[src/rtl/axi_rd_arb.sv]
// Two-requester AXI read arbiter: round-robin AR grant with per-requester
// outstanding-burst limits, and zero-latency R routing on the ID tag bit.
module axi_rd_arb #(
  parameter int unsigned MAX_OUT = 8,
  parameter int unsigned ID_W    = 16
) (
  input  logic              clk,
  input  logic              rst_n,
  input  logic [1:0]        s_arvalid,
  output logic [1:0]        s_arready,
  input  logic [2*ID_W-1:0] s_arid,
  input  logic [127:0]      s_araddr,
  input  logic [15:0]       s_arlen,
  input  logic [5:0]        s_arsize,
  output logic [1:0]        s_rvalid,
  input  logic [1:0]        s_rready,
  output logic [ID_W-1:0]   s_rid,
  output logic [511:0]      s_rdata,
  output logic [1:0]        s_rresp,
  output logic              s_rlast,
  output logic              s_ruser,
  output logic              m_arvalid,
  input  logic              m_arready,
  output logic [ID_W-1:0]   m_arid,
  output logic [63:0]       m_araddr,
  output logic [7:0]        m_arlen,
  output logic [2:0]        m_arsize,
  input  logic              m_rvalid,
  output logic              m_rready,
  input  logic [ID_W-1:0]   m_rid,
  input  logic [511:0]      m_rdata,
  input  logic [1:0]        m_rresp,
  input  logic              m_rlast,
  input  logic              m_ruser
);

  localparam int unsigned    CW      = $clog2(MAX_OUT + 1);
  localparam logic [CW-1:0] CNT_MAX = CW'(MAX_OUT);
  localparam logic [CW-1:0] CNT_ONE = CW'(1);
  localparam logic [CW-1:0] CNT_ZERO = CW'(0);

  typedef enum logic {ST_IDLE = 1'b0, ST_BUSY = 1'b1} state_e;

  state_e                 state_q, state_d;
  logic                   g_q, g_d;
  logic                   last_q, last_d;
  logic [1:0][CW-1:0]     cnt_q, cnt_d;
  logic [1:0]             elig_s;
  logic [1:0]             inc_s;
  logic [1:0]             dec_s;
  logic                   ar_hs_s;
  logic                   r_tag_s;
  logic                   unused_tag_s;

  // Requester-supplied tag bits are overwritten by the grant index.
  assign unused_tag_s = &{1'b0, s_arid[ID_W-1], s_arid[2*ID_W-1]};

  // State, grant and outstanding counters.
  always_ff @(posedge clk or negedge rst_n) begin
    if (!rst_n) begin
      state_q <= ST_IDLE;
      g_q     <= 1'b0;
      last_q  <= 1'b1;
      cnt_q   <= '0;
    end else begin
      state_q <= state_d;
      g_q     <= g_d;
      last_q  <= last_d;
      cnt_q   <= cnt_d;
    end
  end

  // Eligibility, handshake and counter update terms.
  always_comb begin
    r_tag_s  = m_rid[ID_W-1];
    elig_s   = 2'b00;
    elig_s[0] = s_arvalid[0] && (cnt_q[0] < CNT_MAX);
    elig_s[1] = s_arvalid[1] && (cnt_q[1] < CNT_MAX);
    ar_hs_s  = (state_q == ST_BUSY) && m_arready;
    inc_s    = {ar_hs_s && g_q, ar_hs_s && !g_q};
    dec_s    = 2'b00;
    if (m_rvalid && m_rready && m_rlast) begin
      dec_s = r_tag_s ? 2'b10 : 2'b01;
    end else begin
      dec_s = 2'b00;
    end
  end

  // Next-state: grant latch in IDLE, hold until downstream accepts in BUSY.
  always_comb begin
    state_d = state_q;
    g_d     = g_q;
    last_d  = last_q;
    case (state_q)
      ST_IDLE: begin
        if (elig_s != 2'b00) begin
          state_d = ST_BUSY;
          g_d     = (&elig_s) ? ~last_q : elig_s[1];
        end else begin
          state_d = ST_IDLE;
        end
      end
      ST_BUSY: begin
        if (m_arready) begin
          state_d = ST_IDLE;
          last_d  = g_q;
        end else begin
          state_d = ST_BUSY;
        end
      end
      default: state_d = ST_IDLE;
    endcase
  end

  // Counters: simultaneous inc/dec cancel, saturate at 0 and MAX_OUT.
  always_comb begin
    cnt_d = cnt_q;
    for (int i = 0; i < 2; i++) begin
      case ({inc_s[i], dec_s[i]})
        2'b10:   cnt_d[i] = (cnt_q[i] < CNT_MAX) ? cnt_q[i] + CNT_ONE : cnt_q[i];
        2'b01:   cnt_d[i] = (cnt_q[i] != CNT_ZERO) ? cnt_q[i] - CNT_ONE : cnt_q[i];
        default: cnt_d[i] = cnt_q[i];
      endcase
    end
  end

  // AR outputs decoded from the registered state and grant.
  always_comb begin
    m_arvalid = (state_q == ST_BUSY);
    if (ar_hs_s) begin
      s_arready = g_q ? 2'b10 : 2'b01;
    end else begin
      s_arready = 2'b00;
    end
    if (g_q) begin
      m_arid   = {1'b1, s_arid[2*ID_W-2:ID_W]};
      m_araddr = s_araddr[127:64];
      m_arlen  = s_arlen[15:8];
      m_arsize = s_arsize[5:3];
    end else begin
      m_arid   = {1'b0, s_arid[ID_W-2:0]};
      m_araddr = s_araddr[63:0];
      m_arlen  = s_arlen[7:0];
      m_arsize = s_arsize[2:0];
    end
  end

  // R path: pure steering on the tag bit, no buffering.
  always_comb begin
    if (m_rvalid) begin
      s_rvalid = r_tag_s ? 2'b10 : 2'b01;
    end else begin
      s_rvalid = 2'b00;
    end
    m_rready = s_rready[r_tag_s];
    s_rid    = {1'b0, m_rid[ID_W-2:0]};
    s_rdata  = m_rdata;
    s_rresp  = m_rresp;
    s_rlast  = m_rlast;
    s_ruser  = m_ruser;
  end

endmodule

[config.mk]
export PLATFORM = sky130hd
export DESIGN_NAME = axi_rd_arb
export DESIGN_NICKNAME = d
export VERILOG_FILES = /design/src/rtl/axi_rd_arb.sv
export SDC_FILE = /design/constraint.sdc
export NUM_CORES = 1
export LEC_CHECK = 0
export CELL_PAD_IN_SITES_DETAIL_PLACEMENT = 0
export CELL_PAD_IN_SITES_GLOBAL_PLACEMENT = 1
export CORE_AREA = 2 2 528 530
export CTS_CLUSTER_DIAMETER = 40
export CTS_CLUSTER_SIZE = 25
export DETAILED_ROUTE_END_ITERATION = 7
export DIE_AREA = 0 0 530 532
export PLACE_DENSITY_LB_ADDON = 0.1
export SYNTH_ARGS = -nofsm -noshare
export SYNTH_HDL_FRONTEND = slang
export SYNTH_SLANG_ARGS = --single-unit
[constraint.sdc]
create_clock -name clk -period 3 [get_ports clk]
set_input_delay 0.45 -clock clk [delete_from_list [all_inputs] [get_ports clk]]
set_output_delay 0.45 -clock clk [all_outputs]
set_load 0.03 [all_outputs]
==> report_table.html, run 1 <==
<table>
<tr><th>Metric</th><th>Value</th></tr>
<tr><th colspan="2">Logic synthesis</th></tr>
<tr><td>Count of yosys warnings during synthesis</td><td>0</td></tr>
<tr><td>Dominant combinational cell family by area after synthesis</td><td>buffers and inverters</td></tr>
<tr><td>Fraction of the mapped netlist area in compound gates</td><td>0.02328</td></tr>
<tr><td>Count of mapped cells out of synthesis</td><td>720</td></tr>
<tr><td>Proportion of synthesized flip-flops having asynchronous set or reset</td><td>1.000</td></tr>
<tr><td>Register bit total from synthesis</td><td>11</td></tr>
<tr><td>Number of distinct library cells after synthesis</td><td>38</td></tr>
<tr><td>Mapped cell area</td><td>slightly below 6000 um2</td></tr>
<tr><td>Per-instance average area after synthesis</td><td>8.211 um2</td></tr>
<tr><td>Portion of netlist area occupied by mux cells</td><td>0.1784</td></tr>
<tr><td>Simple-gate area share of the yosys netlist</td><td>0.03429</td></tr>
<tr><td>Fraction of the mapped netlist area in adder cells</td><td>0.01608</td></tr>
<tr><td>Xor/xnor cell area share of the yosys netlist</td><td>0.008889</td></tr>
<tr><td>Top FF cell, synth</td><td>dfrtp_1</td></tr>
<tr><td>Sequential fraction of the synthesis area</td><td>0.04677</td></tr>
<tr><td>Synth Net Count</td><td>1449</td></tr>
<tr><td>EDFF count, synth</td><td>0</td></tr>
<tr><th colspan="2">Clock network</th></tr>
<tr><td>TritonCTS Buffers</td><td>3</td></tr>
<tr><td>Maximum buffer depth of the clock tree</td><td>2</td></tr>
<tr><td>Clock latency on the worst-skew pair</td><td>about 0.25 ns</td></tr>
<tr><td>H-tree depth reported by CTS</td><td>1</td></tr>
<tr><td>CTS Hold Buffers Added</td><td>0</td></tr>
<tr><td>TritonCTS clock tree</td><td>done</td></tr>
<tr><td>Total number of clock tree sinks</td><td>11</td></tr>
<tr><td>Post-CTS Setup Repair Bufs</td><td>0</td></tr>
<tr><td>Root Buffer Master</td><td>clkbuf_16</td></tr>
<tr><td>Post-CTS sizing</td><td>0</td></tr>
<tr><td>Register clock-pin slew on the reported worst setup and hold paths</td><td>0.05 ns</td></tr>
<tr><th colspan="2">Worst setup path</th></tr>
<tr><td>Worst Path Arrival</td><td>2.20 ns</td></tr>
<tr><td>Type of destination of the critical path</td><td>output pin</td></tr>
<tr><td>Max FO, Critical Path</td><td>20</td></tr>
<tr><td>Worst setup path class</td><td>reg2out</td></tr>
<tr><td>Nature of the critical path startpoint</td><td>flip-flop</td></tr>
<tr><td>Required time worst endpoint</td><td>between 2 and 3 ns</td></tr>
<tr><th colspan="2">Drt</th></tr>
<tr><td>Routed vias</td><td>3639</td></tr>
<tr><td>Post-detailed-route wirelength per cell</td><td>between 15 and 20 um</td></tr>
<tr><td>Count of routing violations after the opening detailed-route iteration</td><td>~110</td></tr>
<tr><td>Remaining antenna violation count</td><td>0</td></tr>
<tr><td>Average vias per placed instance</td><td>0.8675</td></tr>
<tr><td>Total wirelength of the detailed-routed design</td><td>68340 um</td></tr>
<tr><td>Count of TritonRoute iterations in the first routing pass</td><td>4</td></tr>
<tr><td>Number of remaining DRC errors</td><td>0</td></tr>
<tr><th colspan="2">Pwr</th></tr>
<tr><td>Pwr/cell area</td><td>408.5 nW/um2</td></tr>
<tr><td>Design Power</td><td>0.003934 W</td></tr>
<tr><td>Peak supply drop</td><td>about 0.21 mV</td></tr>
<tr><td>P_leak</td><td>1.985 nW</td></tr>
<tr><th colspan="2">GRT</th></tr>
<tr><td>First-pass GRT wire length</td><td>between 70000 and 80000 um</td></tr>
<tr><td>Final global-route overflow total</td><td>0</td></tr>
<tr><td>Total GRT Usage</td><td>0.04600</td></tr>
<tr><td>Pin count of the biggest net entering global routing</td><td>28</td></tr>
<tr><td>Number of global-route vias before repair</td><td>approximately 4.3k</td></tr>
<tr><td>Antenna violations before repair</td><td>6</td></tr>
<tr><th colspan="2">Die</th></tr>
<tr><td>Area of the core</td><td>275800 um2</td></tr>
<tr><td>Number of placed I/O pins</td><td>1351</td></tr>
<tr><td>Die outline height</td><td>between 500 and 600 um</td></tr>
<tr><td>Initial Utilization</td><td>0.02144</td></tr>
<tr><td>Rows</td><td>193</td></tr>
<tr><td>Overall die area</td><td>282000 um2</td></tr>
<tr><td>Floorplan die width</td><td>530 um</td></tr>
<tr><th colspan="2">Placement</th></tr>
<tr><td>Buffers on Ports</td><td>287</td></tr>
<tr><td>Global placement routability congestion</td><td>0.6262</td></tr>
<tr><td>Hpwl dp</td><td>63530 um</td></tr>
<tr><td>Area after detailed placement</td><td>about 9500 um2</td></tr>
<tr><td>Post-place setup slack</td><td>0.2916 ns</td></tr>
<tr><th colspan="2">Layout</th></tr>
<tr><td>Area added between synthesis and finish</td><td>62.90%</td></tr>
<tr><td>Cell area after layout</td><td>9630 um2</td></tr>
<tr><td>Commonest cells after routing, fill and taps aside</td><td>clkdlybuf4s50_1, mux2_2, buf_4</td></tr>
<tr><td>Layout cell share with drive strength beyond 1</td><td>0.2716</td></tr>
<tr><td>Nets@finish</td><td>1216</td></tr>
<tr><td>Finished Core Util</td><td>0.03492</td></tr>
<tr><td>Leading cell type in the layout, fill and taps excluded</td><td>clkdlybuf4s50_1</td></tr>
<tr><th colspan="2">STA</th></tr>
<tr><td>Final setup viols</td><td>0</td></tr>
<tr><td>Slack of the critical path</td><td>0.3521 ns</td></tr>
<tr><td>Final period utilization</td><td>0.8826</td></tr>
<tr><td>Setup repair after global routing missed its margin</td><td>no</td></tr>
<tr><td>Max Fclk</td><td>377.7 MHz</td></tr>
<tr><td>Crit path time final</td><td>about 2.6 ns</td></tr>
<tr><td>Final hold viol count</td><td>0</td></tr>
<tr><td>Headroom to the max-slew limit</td><td>0.5189</td></tr>
<tr><td>Slew at the pin with the worst max-slew slack</td><td>0.7194 ns</td></tr>
<tr><td>Worst Skew</td><td>0.001854 ns</td></tr>
<tr><td>Max-slew violation count</td><td>0</td></tr>
<tr><td>Setup TNS</td><td>0 ns</td></tr>
<tr><th colspan="2">Worst hold path</th></tr>
<tr><td>Classification of the worst-slack hold path</td><td>reg2reg</td></tr>
<tr><th colspan="2">Status</th></tr>
<tr><td>Status</td><td>finished, final reports clean</td></tr>
<tr><th colspan="2">Run</th></tr>
<tr><td>Max-cap check violation count</td><td>0</td></tr>
</table>
layer usage:
metal  part of all wire  global-route usage  vias to the layer above
met4              0.064             0.02783                        6
met3               0.34             0.07201                      253
met2               0.43             0.06895                      658
li1                   -                   -                     1294
met1               0.17             0.02171                     1428
met5             0.0037            0.006667                        -
power breakdown:
part	switching, W	internal, W	total, W
combinational	0.00180	0.00150	0.00330
sequential	0.000130	0.000232	0.000362
clock	0.0000887	0.000180	0.000269
total	0.00202	0.00191	0.00393
cell type report:
class	instances	area, um2
clock buffers	4	78.83
inverters	7	26.28
fillers	33000	266100
flip-flops and latches	11	280.3
well taps	3705	4636
diodes	4	10.01
multi-input cells	158	1546
repair buffers	306	3053
registers in the layout, summed over array words and instances, names as in the netlist:
name,count
last_q,1
g_q,1
m_arvalid,1
cnt_q,8
logic make-up (layout without fill, tap and decap cells):
family / count (synthesis) / count (layout)
buffers and inverters: 551 / 317
and+or+nand+nor: 31 / 31
other: 1 / 5
AOI/OAI and AO/OA: 19 / 19
DFF: 11 / 11
adders and majority gates: 7 / 7
muxes: 94 / 94
xor gates and xnor gates: 6 / 6
Yosys cell counts, drive strengths merged, types with 2 or more instances:
master   instances  area share
inv              7      0.0044
mux2i            3      0.0051
and3             2      0.0021
xnor2            5      0.0074
nand2            6      0.0038
nand2b           2      0.0034
nor4             2      0.0047
nor2b            2      0.0021
nand3            4      0.0034
mux2            91        0.17
nor2             6      0.0042
o2bb2ai          3      0.0076
ha               6       0.013
dfrtp           10       0.042
buf            544        0.69
o21ai            5      0.0042
a21oi            7      0.0059
stage by stage:
step,hold WS (ns),cells
after global placement,0.5403,4187
final,0.5416,4195
after global routing,0.5600,4193
after detailed placement,0.5386,4187
after floorplan,0.1544,720
after CTS,0.5476,4191
path summary, 6_finish.rpt:
path                             start  depth (start not counted)      endpoint  slack, ns
worst max-delay path               g_q                          4  m_araddr[28]       0.35
worst min-delay path            last_q                          1        last_q       0.54
worst max register to register     g_q                          9      cnt_q[2]       0.96
worst min register to register  last_q                          1        last_q       0.54
max in group asynchronous        rst_n                          1           g_q       1.83
min in group asynchronous        rst_n                          1      cnt_q[2]       0.64
worst max-delay path: stages (launching register included):
cell and delay [ns]:
dfrtp_4 0.47, buf_12 0.23, buf_12 0.18, mux2_2 0.37, clkdlybuf4s50_1 0.64
Note: power is estimated with default switching activity, not from simulation.
==> inputs of run 2 (changes only) <==
--- a/config.mk
+++ b/config.mk
@@ -7,11 +7,12 @@
 export LEC_CHECK = 0
 export CELL_PAD_IN_SITES_DETAIL_PLACEMENT = 0
 export CELL_PAD_IN_SITES_GLOBAL_PLACEMENT = 1
-export CORE_AREA = 2 2 528 530
+export CORE_AREA = 2 2 533 535
 export CTS_CLUSTER_DIAMETER = 40
 export CTS_CLUSTER_SIZE = 25
 export DETAILED_ROUTE_END_ITERATION = 7
-export DIE_AREA = 0 0 530 532
+export DIE_AREA = 0 0 535 537
+export DONT_BUFFER_PORTS = 1
 export PLACE_DENSITY_LB_ADDON = 0.1
 export SYNTH_ARGS = -nofsm -noshare
 export SYNTH_HDL_FRONTEND = slang
==> report_table.html, run 2 (same netlist as run 1, synthesis figures left out) <==
<table>
<tr><th>Metric</th><th>Value</th></tr>
<tr><th colspan="2">Status</th></tr>
<tr><td>Status</td><td>finished, final reports clean</td></tr>
<tr><th colspan="2">Placement</th></tr>
<tr><td>Buffers on Ports</td><td>0</td></tr>
<tr><td>Hpwl dp</td><td>69600 um</td></tr>
<tr><td>Global placement routability congestion</td><td>0.6231</td></tr>
<tr><th colspan="2">STA</th></tr>
<tr><td>Setup TNS</td><td>0 ns</td></tr>
<tr><td>Final hold viol count</td><td>0</td></tr>
<tr><td>Worst Skew</td><td>approximately 0.00080 ns</td></tr>
<tr><td>Max-slew violation count</td><td>0</td></tr>
<tr><td>Final setup viols</td><td>0</td></tr>
<tr><td>Setup repair after global routing missed its margin</td><td>no</td></tr>
<tr><td>Slew at the pin with the worst max-slew slack</td><td>0.9059 ns</td></tr>
<tr><td>Headroom to the max-slew limit</td><td>0.3961</td></tr>
<tr><td>Crit path time final</td><td>about 2.6 ns</td></tr>
<tr><td>Final period utilization</td><td>0.8642</td></tr>
<tr><td>Max Fclk</td><td>385.7 MHz</td></tr>
<tr><th colspan="2">Clock network</th></tr>
<tr><td>CTS Hold Buffers Added</td><td>1</td></tr>
<tr><td>Clock latency on the worst-skew pair</td><td>0.25 ns</td></tr>
<tr><td>Maximum buffer depth of the clock tree</td><td>2</td></tr>
<tr><td>H-tree depth reported by CTS</td><td>1</td></tr>
<tr><td>TritonCTS clock tree</td><td>done</td></tr>
<tr><td>Post-CTS sizing</td><td>0</td></tr>
<tr><td>Root Buffer Master</td><td>clkbuf_16</td></tr>
<tr><td>Register clock-pin slew on the reported worst setup and hold paths</td><td>0.05 ns</td></tr>
<tr><td>Total number of clock tree sinks</td><td>11</td></tr>
<tr><td>Post-CTS Setup Repair Bufs</td><td>0</td></tr>
<tr><td>TritonCTS Buffers</td><td>3</td></tr>
<tr><th colspan="2">Die</th></tr>
<tr><td>Overall die area</td><td>287300 um2</td></tr>
<tr><td>Floorplan die width</td><td>roughly 540 um</td></tr>
<tr><td>Initial Utilization</td><td>0.02102</td></tr>
<tr><td>Area of the core</td><td>281300 um2</td></tr>
<tr><td>Rows</td><td>195</td></tr>
<tr><td>Die outline height</td><td>537 um</td></tr>
<tr><td>Number of placed I/O pins</td><td>1351</td></tr>
<tr><th colspan="2">Pwr</th></tr>
<tr><td>Cell Int Power</td><td>0.001051 W</td></tr>
<tr><td>Sequential share of power</td><td>0.114</td></tr>
<tr><td>Net Switching</td><td>0.002084 W</td></tr>
<tr><td>P_leak</td><td>0.7781 nW</td></tr>
<tr><td>Gate power share</td><td>0.798</td></tr>
<tr><td>Clock power frac</td><td>0.087</td></tr>
<tr><td>Pwr/cell area</td><td>about 470 nW/um2</td></tr>
<tr><td>Peak supply drop</td><td>~0.36 mV</td></tr>
<tr><td>Fraction of power spent switching nets</td><td>0.6647</td></tr>
<tr><th colspan="2">Worst setup path</th></tr>
<tr><td>Required time worst endpoint</td><td>2.55 ns</td></tr>
<tr><td>Reg2reg setup slack</td><td>0.74 ns</td></tr>
<tr><td>Max FO, Critical Path</td><td>49</td></tr>
<tr><td>Nature of the critical path startpoint</td><td>flip-flop</td></tr>
<tr><td>Worst Path Arrival</td><td>2.14 ns</td></tr>
<tr><td>Worst setup path class</td><td>reg2out</td></tr>
<tr><td>Type of destination of the critical path</td><td>output pin</td></tr>
<tr><th colspan="2">Layout</th></tr>
<tr><td>Multi-input gate area in the final layout</td><td>roughly 1500 um2</td></tr>
<tr><td>Nets@finish</td><td>917</td></tr>
<tr><td>Commonest cells after routing, fill and taps aside</td><td>mux2_2, dfrtp_1, inv_1, a21oi_1</td></tr>
<tr><td>Finished Core Util</td><td>0.02380</td></tr>
<tr><td>Largest register FFs</td><td>8</td></tr>
<tr><td>Fill cell count</td><td>33.58k</td></tr>
<tr><td>Layout cell share with drive strength beyond 1</td><td>0.5829</td></tr>
<tr><td>Top register by number of flip-flops</td><td>cnt_q</td></tr>
<tr><td>Area added between synthesis and finish</td><td>13.25%</td></tr>
<tr><td>Leading cell type in the layout, fill and taps excluded</td><td>mux2_2</td></tr>
<tr><td>Footprint of the flip-flops and latches</td><td>280.3 um2</td></tr>
<tr><th colspan="2">GRT</th></tr>
<tr><td>Final global-route overflow total</td><td>0</td></tr>
<tr><td>Number of global-route vias before repair</td><td>2868</td></tr>
<tr><td>Total GRT Usage</td><td>0.04886</td></tr>
<tr><td>First-pass GRT wire length</td><td>roughly 80000 um</td></tr>
<tr><td>Pin count of the biggest net entering global routing</td><td>50</td></tr>
<tr><td>Antenna violations before repair</td><td>26</td></tr>
<tr><th colspan="2">Drt</th></tr>
<tr><td>Count of routing violations after the opening detailed-route iteration</td><td>146</td></tr>
<tr><td>Average vias per placed instance</td><td>0.7052</td></tr>
<tr><td>Remaining antenna violation count</td><td>0</td></tr>
<tr><td>Count of TritonRoute iterations in the first routing pass</td><td>4</td></tr>
<tr><td>Routed vias</td><td>2775</td></tr>
<tr><td>Post-detailed-route wirelength per cell</td><td>~19 um</td></tr>
<tr><td>Total wirelength of the detailed-routed design</td><td>~75000 um</td></tr>
<tr><td>Number of remaining DRC errors</td><td>0</td></tr>
<tr><th colspan="2">Worst hold path</th></tr>
<tr><td>Classification of the worst-slack hold path</td><td>in2async</td></tr>
<tr><th colspan="2">Run</th></tr>
<tr><td>Max-cap check violation count</td><td>0</td></tr>
</table>
[run 2: critical path, stage by stage (launching register included)]
cell	delay, ns
dfrtp_4	0.44
buf_4	0.63
mux2_2	0.64
[run 2: worst paths after layout]
path / to / cells after the start / from
setup / recovery: m_arid[5] / 2 / g_q
hold / removal: last_q / 0 / rst_n
setup reg to reg: cnt_q[2] / 10 / m_arvalid
min in group clk: m_arvalid / 2 / s_arvalid[0]
hold reg to reg: last_q / 1 / last_q
max in group asynchronous: g_q / 1 / rst_n
[run 2: power groups by stage]
stage | combinational [W] | sequential (W) | clock [W]
after global routing | 0.00265 | 0.000380 | 0.000288
after CTS | 0.00262 | 0.000362 | 0.000282
after detailed placement | 0.00261 | 0.000362 | 0
after global placement | 0.00261 | 0.000366 | 0
final | 0.00250 | 0.000359 | 0.000274
after floorplan | 0.00303 | 0.000325 | 0
[run 2: final cells by class]
class | count | share of cell area
flip-flops and latches | 11 | 0.04186
well taps | 3743 | 0.6995
repair buffers | 7 | 0.01009
inverters | 7 | 0.003925
clock buffers | 4 | 0.01177
diodes | 5 | 0.001869
multi-input cells | 158 | 0.2310
[run 2: routing by layer]
| metal | wire length, um | global-route usage |
|---|---|---|
| met2 | 27020 | 0.06014 |
| met1 | 18260 | 0.03490 |
| met4 | 5403 | 0.03186 |
| met3 | 24070 | 0.07301 |
| met5 | 194 | 0.007072 |
[run 2: metrics by stage]
step | hold WS (ns) | setup slack, ns | instance area, um2 | total power, W | cells
final | 0.04581 | 0.4074 | 6695 | 0.003135 | 3935
after detailed placement | 0.1651 | 0.7031 | 6594 | 0.002970 | 3925
after floorplan | 0.1544 | 0.4084 | 5912 | 0.003359 | 720
after global routing | 0.03711 | 0.3785 | 6685 | 0.003322 | 3931
after global placement | 0.1645 | 0.6732 | 6594 | 0.002972 | 3925
after CTS | 0.04041 | 0.4253 | 6683 | 0.003262 | 3930
